<file path="config.mk">
export PLATFORM = sky130hd
export DESIGN_NAME = cpu_bus_watch
export DESIGN_NICKNAME = d
export VERILOG_FILES = /design/src/rtl/cpu_bus_watch.sv
export SDC_FILE = /design/constraint.sdc
export NUM_CORES = 1
export LEC_CHECK = 0
export BUFFER_PORTS_ARGS = -buffer_cell sky130_fd_sc_hd__buf_2
export CAP_MARGIN = 10
export CORE_UTILIZATION = 50
export DETAILED_ROUTE_END_ITERATION = 10
export PLACE_DENSITY = 0.72
export SLEW_MARGIN = 20
export SYNTH_ARGS = -nofsm -noshare
export SYNTH_HDL_FRONTEND = slang
export SYNTH_SLANG_ARGS = --single-unit
export TNS_END_PERCENT = 50
</file>
<file path="constraint.sdc">
create_clock -name clk -period 4.4 [get_ports clk]
set_clock_uncertainty 0.2 [all_clocks]
set_input_delay 0.22 -clock clk [delete_from_list [all_inputs] [get_ports clk]]
set_output_delay 0.22 -clock clk [all_outputs]
set_load 0.1 [all_outputs]
</file>
<file path="src/rtl/cpu_bus_watch.sv">
// Bus monitor for the 65C02 memory bus: programmable watchpoints, a cycle timeout
// and a first-word-fall-through trace FIFO of qualified bus cycles.
module cpu_bus_watch #(
    parameter int ADDR_W            = 16,
    parameter int DATA_W            = 8,
    parameter int NUM_WATCH         = 2,
    parameter int TIMEOUT_W         = 24,
    parameter int TRACE_DEPTH       = 16,
    parameter int TRACE_WRITES_ONLY = 0
) (
    input  logic                                              clk,
    input  logic                                              reset_n,
    input  logic [ADDR_W-1:0]                                 AB,
    input  logic [DATA_W-1:0]                                 DO,
    input  logic [DATA_W-1:0]                                 DI,
    input  logic                                              WE,
    input  logic                                              RDY,
    input  logic [NUM_WATCH*ADDR_W-1:0]                       watch_addr,
    input  logic [NUM_WATCH*DATA_W-1:0]                       watch_data,
    input  logic [2*NUM_WATCH-1:0]                            watch_mode,
    input  logic [NUM_WATCH-1:0]                              watch_en,
    input  logic [TIMEOUT_W-1:0]                              timeout_limit,
    input  logic                                              clear,
    output logic                                              halt,
    output logic [1:0]                                        halt_cause,
    output logic [((NUM_WATCH > 1) ? $clog2(NUM_WATCH) : 1)-1:0] halt_index,
    output logic [ADDR_W-1:0]                                 halt_addr,
    output logic [TIMEOUT_W-1:0]                              cycle_count,
    output logic                                              trace_valid,
    input  logic                                              trace_ready,
    output logic [ADDR_W+DATA_W:0]                            trace_data,
    output logic                                              trace_overflow
);

    localparam int IDX_W = (NUM_WATCH > 1) ? $clog2(NUM_WATCH) : 1;
    localparam int TW    = ADDR_W + DATA_W + 1;
    localparam int PTR_W = $clog2(TRACE_DEPTH);

    typedef enum logic {RUN, HALTED} state_t;

    state_t             state, state_next;
    logic [NUM_WATCH-1:0] match;
    logic [1:0]         mode_sel;
    logic               mode_ok;
    logic               watch_hit;
    logic [IDX_W-1:0]   hit_index;
    logic               timeout_hit;
    logic               halt_event;

    logic [PTR_W:0]     wr_ptr, rd_ptr;
    logic [TW-1:0]      mem [TRACE_DEPTH];
    logic               fifo_empty, fifo_full;
    logic               push_req, push, pop;
    logic [TW-1:0]      entry;

    always_comb begin
        match    = '0;
        mode_sel = '0;
        mode_ok  = 1'b0;
        for (int i = 0; i < NUM_WATCH; i++) begin
            mode_sel = watch_mode[2*i +: 2];
            case (mode_sel)
                2'b00:   mode_ok = 1'b1;
                2'b01:   mode_ok = !WE;
                2'b10:   mode_ok = WE;
                default: mode_ok = WE && (DO == watch_data[i*DATA_W +: DATA_W]);
            endcase
            match[i] = RDY && watch_en[i] && (AB == watch_addr[i*ADDR_W +: ADDR_W]) && mode_ok;
        end
    end

    // Scan from the top so the lowest matching index is the one that sticks.
    always_comb begin
        watch_hit = 1'b0;
        hit_index = '0;
        for (int i = NUM_WATCH - 1; i >= 0; i--) begin
            if (match[i]) begin
                watch_hit = 1'b1;
                hit_index = IDX_W'(i);
            end
        end
    end

    assign timeout_hit = (timeout_limit != '0) && (cycle_count == timeout_limit - TIMEOUT_W'(1));
    assign halt_event  = (state == RUN) && (watch_hit || timeout_hit);

    always_ff @(posedge clk or negedge reset_n) begin
        if (!reset_n) state <= RUN;
        else          state <= state_next;
    end

    always_comb begin
        state_next = state;
        case (state)
            RUN:     if (clear) state_next = RUN; else if (halt_event) state_next = HALTED;
            HALTED:  if (clear) state_next = RUN;
            default: state_next = RUN;
        endcase
    end

    assign halt = (state == HALTED);

    always_ff @(posedge clk or negedge reset_n) begin
        if (!reset_n) begin
            cycle_count <= '0;
            halt_cause  <= 2'b00;
            halt_index  <= '0;
            halt_addr   <= '0;
        end else if (clear) begin
            cycle_count <= '0;
            halt_cause  <= 2'b00;
            halt_index  <= '0;
            halt_addr   <= '0;
        end else if (state == RUN) begin
            if (cycle_count != '1) cycle_count <= cycle_count + TIMEOUT_W'(1);
            if (halt_event) begin
                halt_cause <= watch_hit ? 2'b01 : 2'b10;
                halt_index <= watch_hit ? hit_index : '0;
                halt_addr  <= AB;
            end
        end
    end

    // A full FIFO still accepts a push when the head is leaving in the same clock.
    assign fifo_empty = (wr_ptr == rd_ptr);
    assign fifo_full  = (wr_ptr[PTR_W] != rd_ptr[PTR_W]) &&
                        (wr_ptr[PTR_W-1:0] == rd_ptr[PTR_W-1:0]);
    assign push_req   = (state == RUN) && RDY && ((TRACE_WRITES_ONLY == 0) || WE);
    assign pop        = !fifo_empty && trace_ready;
    assign push       = push_req && (!fifo_full || pop);
    assign entry      = {WE, AB, (WE ? DO : DI)};

    always_ff @(posedge clk or negedge reset_n) begin
        if (!reset_n) begin
            wr_ptr         <= '0;
            rd_ptr         <= '0;
            trace_overflow <= 1'b0;
        end else if (clear) begin
            wr_ptr         <= '0;
            rd_ptr         <= '0;
            trace_overflow <= 1'b0;
        end else begin
            if (push) wr_ptr <= wr_ptr + (PTR_W+1)'(1);
            if (pop)  rd_ptr <= rd_ptr + (PTR_W+1)'(1);
            if (push_req && fifo_full && !pop) trace_overflow <= 1'b1;
        end
    end

    always_ff @(posedge clk) begin
        if (push && !clear) mem[wr_ptr[PTR_W-1:0]] <= entry;
    end

    assign trace_valid = !fifo_empty;
    assign trace_data  = fifo_empty ? '0 : mem[rd_ptr[PTR_W-1:0]];

endmodule

</file>
Word level (Yosys, flattened, before mapping)
Memories as Yosys holds them, arrays and structs flattened. Cells that the tools add are included. W data, S select, Z words.

Bits in registers: 55. Memory bits (writable): 400. Input bits: 116. Output and inout bits: 71. Logic and storage cells: 95. Memories: 1.

$add $sub $neg: 4. Equal/unequal tests: 14. Muxes and demuxes: 33. Bitwise operators: 1. Reduce and logical (&&, ||, !) cells: 34.

Memories: mem (depth 16, width 25, read ports 1, clocked after Yosys merged registers in 0, wr ports 1, RTL line 51) `logic [TW-1:0] mem [TRACE_DEPTH];`.

Operators by type and width (count): $mux W24 (3); $mux W16 (3); $eq A16 B16 Y1 (2); $mux W25 (1); $add A24 B1 Y24 const B (1); $eq A24 B24 Y1 (1); $ne A24 B24 Y1 const B (1); $reduce_bool A24 Y1 (1); $sub A24 B1 Y24 const B (1); $mux W5 (4); $logic_and A1 B1 Y1 (17); $eq A8 B8 Y1 (2); $mux W1 (14); $add A5 B1 Y5 const B (2); $reduce_bool A2 Y1 (5); $mux W2 (4); $mux W8 (1); $pmux W1 S3 (2); $eq A5 B5 Y1 (1); $logic_not A1 Y1 (5); $eq A2 B1 Y1 const B (2); $eq A2 B2 Y1 const B (2); $eq A4 B4 Y1 (1); $logic_not A2 Y1 (2); 6 further kinds (8).

Longest topological paths before layout
Depth after elaboration: 11. Depth in mapped cells: 14. Depth with buffers taken out: 10.

Worst setup path after synthesis
Ideal clock, no wire load.

Kind: register -> register. Start point: reg state (netlist: halt). End point: mem mem[1][0] in the netlist's numbering, enable pin. Setup time: 0.438 ns. Arrival time: 3.863 ns. Data required time: 3.762 ns. Path slack: -0.101 ns. Stages on the path, launching flop included: 5. Clock period less this slack: 4.501 ns. Path through: dfrtp_1 clkdlybuf4s25_2 nor3b_1 nand2b_1 nor3_1.

Longest elaborated chain between the ends: 6.

Ends and longest elaborated chain: start: declaration (RTL line 41) `state_t state, state_next;`; start signal: assignment (RTL line 89) `else state <= state_next;`; $not A1 Y1; $logic_and A1 B1 Y1 (RTL line 128) `assign push_req = (state == RUN) && RDY && ((TRACE_WRITES_ONLY == 0) || WE);`; $logic_and A1 B1 Y1 (RTL line 130) `assign push = push_req && (!fifo_full || pop);`; $logic_and A1 B1 Y1 (RTL line 150) `if (push && !clear) mem[wr_ptr[PTR_W-1:0]] <= entry;`; $mux W1 (RTL line 150); $mux W1 (not written as such) (RTL line 150); end: declaration (RTL line 51).

No other way between the ends.

Worst setup path after layout
Start point: reg rd_ptr[0]. End point: out trace_data[20].

Longest elaborated chain between the ends: 2. Elaborated cells between the ends (all ways): 3.

Ends and longest elaborated chain: start: declaration (RTL line 50) `logic [PTR_W:0] wr_ptr, rd_ptr;`; start signal: assignment (RTL line 144) `if (pop) rd_ptr <= rd_ptr + (PTR_W+1)'(1);`; $mem_v2 Z16 W25 or $eq A5 B5 Y1 (tied branches); $mux W25 * (RTL line 154) `assign trace_data = fifo_empty ? '0 : mem[rd_ptr[PTR_W-1:0]];`; end: declaration (RTL line 31) `output logic [ADDR_W+DATA_W:0] trace_data,`.

Mark *: on every way between the ends. The rest lies on a longest branch, timed or not.

==> metrics.md <==
| Metric | Value |
|---|---|
| Asr flop ratio synth | 0.1209 |
| Final hold viol count | 1 |
| Worst path arrival time | 3.30 ns |
| Most used cell, CP | mux4_2 |
| Die area | approximately 40000 um2 |
| Critical Path Slowest Stage Cell | dfrtp_4 |
| Chip Height | 200.3 um |
| Critical Path Start | rd_ptr[0] |
| Combinational group share of total power | 0.185 |
| Area Growth Syn to Fin | 17.71% |
| Leak pwr | ~8 nW |
| Post-Syn Area | 19650 um2 |
| Slew margin rel. | 0.4731 |
| Crit path max fanout | 22 |
| Cell Chain, Critical Path | buf_4, mux4_2, mux4_2, nor2b_1, buf_2 |
| Syn Area/Cell | roughly 18 um2 |
| Worst setup EP type | output pin |
| RR Startpoint | wr_ptr[2] |
| Clock power frac | 0.364 |
| Largest net degree at the start of global routing | 85 |
| Most common flop cell mapped by yosys | edfxtp_1 |
| HP Class | input port to flop |
| RSZ-0062 raised after global routing | no |
| Yosys reg bits | 455 |
| Final wirelength | 48.64 mm |
| Gr usage total | 0.2469 |
| Share of layout cells above drive strength 1 | 0.3326 |
| RR Endpoint | mem[14][21] |
| R2R setup slack | 1.15 ns |
| Synth Instances | 1102 |
| Setup violators final | 0 |
| Most frequent cells in the layout | edfxtp_1, buf_2, mux4_2, xnor2_1, nand2_1 |
| Buf/Inv on CP | 2 |
| Switching power | ~0.0029 W |
| Ports | around 190 |
| Status | finished, violations left |
| Hold Buf Count CTS | 20 |
| CP top delay family | multiplexers |
| Sw Share | 0.2729 |
| Post-DR vias/cell | 5.951 |
| Clk buf depth | 3 |
| First-pass GRT wire length | 72.98 mm |
| Most common cell after layout, fill and taps aside | edfxtp_1 |
| Setup Fix Bufs, Post-CTS | 0 |
| Core footprint | 38740 um2 |
| Residual DRC | 0 |
| Failing checks | negative hold slack |
| Area fraction in compound gates after synthesis | 0.01891 |
| DR pass1 iterations | 7 |
| Critical path class | flop to output pin |
| Worst Setup EP | trace_data[20] |
| R2r worst-path depth | 8 |
| Synth cell types | 72 |
| Clock Pin Slew Worst Setup and Hold Paths | 0.06 ns |
| Tcrit/Tclk final | 0.8448 |
| Synth Area in Simple Gates | 0.07283 |
| Worst Tran Pin Value | 0.7887 ns |
| Die Width | 200.3 um |
| Hold slack final | -0.001671 ns |
| Fill cells | 2884 |
| Final net count | approximately 1500 |
| Multiplexer share of the synthesized area | 0.1575 |
| Sequential share of power | 0.451 |
| Setup ws final | 0.6828 ns |
| Minimum clock period | 3.717 ns |
| FP Rows | 72 |
| Synthesized-area fraction occupied by adder cells | 0.004457 |
| CTS H-tree depth | 2 |
| Routed Antenna Nets | 0 |
| Root Driver | clkbuf_16 |
| Remaining Overflow, GRT | 0 |
| Clk_lat worst skew | 0.54 ns |
| Largest family of logic cells by synthesized area | multiplexers |
| Worst path required time | 3.98 ns |
| WP depth | 5 |
| VDD IR-drop max | 293.3 uV |
| EDFF count, synth | 400 |
| Initial core utilization | 0.5073 |
| Post-synthesis xor/xnor area fraction | 0.04902 |
| Port bufs | about 190 |
| Via count | 11210 |
| Cell internal pwr | 0.007767 W |
| Post-DP HPWL | 28.88 mm |
| Ys Warns | 0 |
| Total power | 0.01068 W |
| Mapped Nets | approximately 1200 |
| Wire per inst | 25.83 um |
| Number of global-route vias before repair | 11500 |
| Slew Viols, Final | 0 |
| Number of gates resized after cts | 0 |
| Crit-path max cell delay | 0.76 ns |
| Fmax | 0.2690 GHz |
| CP Launch Type | flop |
| Initial DRC count | approximately 850 |
| Pre-CTS WS | around 0.93 ns |
| Num Clock Sinks | 455 |
| Sequential share of the synthesized area | 0.6812 |
| Initial antenna violation count | 8 |
| Max cap viols | 0 |
| Power density cells | 461.8 nW/um2 |
| CTS tree | built |
| RePlAce Congestion | 0.9054 |
| CTS buffer count | 45 |
-- worst min path at each step --
| stage | slack [ns] | start | endpoint | cells past startpoint |
|---|---|---|---|---|
| floorplan | -0.28 | reset_n | cycle_count[0] | 0 |
| global placement | 0.20 | reset_n | cycle_count[6] | 2 |
| detailed placement | 0.21 | reset_n | cycle_count[4] | 2 |
| CTS | 0.002 | clear | cycle_count[23] | 3 |
| global route | 0.01 | AB[15] | halt_addr[15] | 4 |
| finish | -0.002 | AB[15] | halt_addr[15] | 4 |
-- Yosys cell counts, drive strengths merged, types with 7 or more instances --
cell type,count,area share
mux4,125,0.14
nand2,55,0.011
ha,7,0.0045
and3,8,0.0025
xnor2,64,0.029
o21ai,8,0.0020
nor3,23,0.0074
buf,16,0.0045
xor2,46,0.021
nand3,19,0.0051
nor2,53,0.010
nand4,24,0.0080
inv,13,0.0025
clkbuf,37,0.0076
mux2i,19,0.0097
nor4,13,0.0060
a21oi,8,0.0020
dfrtp,55,0.070
mux2,8,0.0046
nor2b,30,0.0099
edfxtp,400,0.61
-- cell type report --
cell class,instances,area (um2),share of cell area
inverters,13,48.80,0.002109
repair buffers,238,1471,0.06361
well taps,518,648.1,0.02802
flip-flops and latches,455,13400,0.5791
multi-input cells,578,6063,0.2621
diodes,3,7.507,0.0003245
clock buffers,55,1195,0.05166
clock inverters,23,301.5,0.01304
-- power groups by stage --
stage / logic (W) / registers (W) / clock network, W
2_1_floorplan: 0.00152 / 0.00487 / 0
3_3_place_gp: 0.00197 / 0.00490 / 0
3_5_place_dp: 0.00198 / 0.00491 / 0
4_1_cts: 0.00200 / 0.00482 / 0.00395
5_1_grt: 0.00209 / 0.00482 / 0.00411
6_report: 0.00198 / 0.00481 / 0.00389
-- per-stage QoR --
stage	area (um2)	setup TNS (ns)	util	cells
3_5_place_dp	21430	0	0.5532	1782
5_1_grt	23130	0	0.5970	1881
3_3_place_gp	21430	0	0.5532	1782
2_1_floorplan	19660	-14.06	-	1102
4_1_cts	23120	0	0.5970	1880
6_report	23130	0	0.5972	1883
-- metal layers --
| layer | GRT usage | up-vias | wire [um] |
|---|---|---|---|
| li1 | - | 4825 | - |
| met3 | 0.06215 | 82 | 4244 |
| met5 | 0 | - | 63 |
| met2 | 0.4034 | 481 | 23760 |
| met4 | 0.07279 | 10 | 1252 |
| met1 | 0.3293 | 5808 | 19320 |
-- cell families after synthesis --
logic type               after synthesis
AND/OR/NAND/NOR                      258
XOR/XNOR                             110
adder cells (fa/ha/maj)                7
AO/OA/AOI/OAI                         51
multiplexers                         152
buffers and inverters                 69
flip-flops                           455
-- tightest hold or removal path: stages --
cell and delay [ns]:
buf_2 0.13, buf_4 0.20, nand2_1 0.08, mux2i_1 0.06
-- registers in the layout, indices dropped and copies added, names as in the netlist --
register	cells
mem	400
halt_index	1
halt	1
wr_ptr	5
rd_ptr	5
cycle_count	24
halt_cause	2
trace_overflow	1
halt_addr	16
Note: power is estimated with default switching activity, not from simulation.
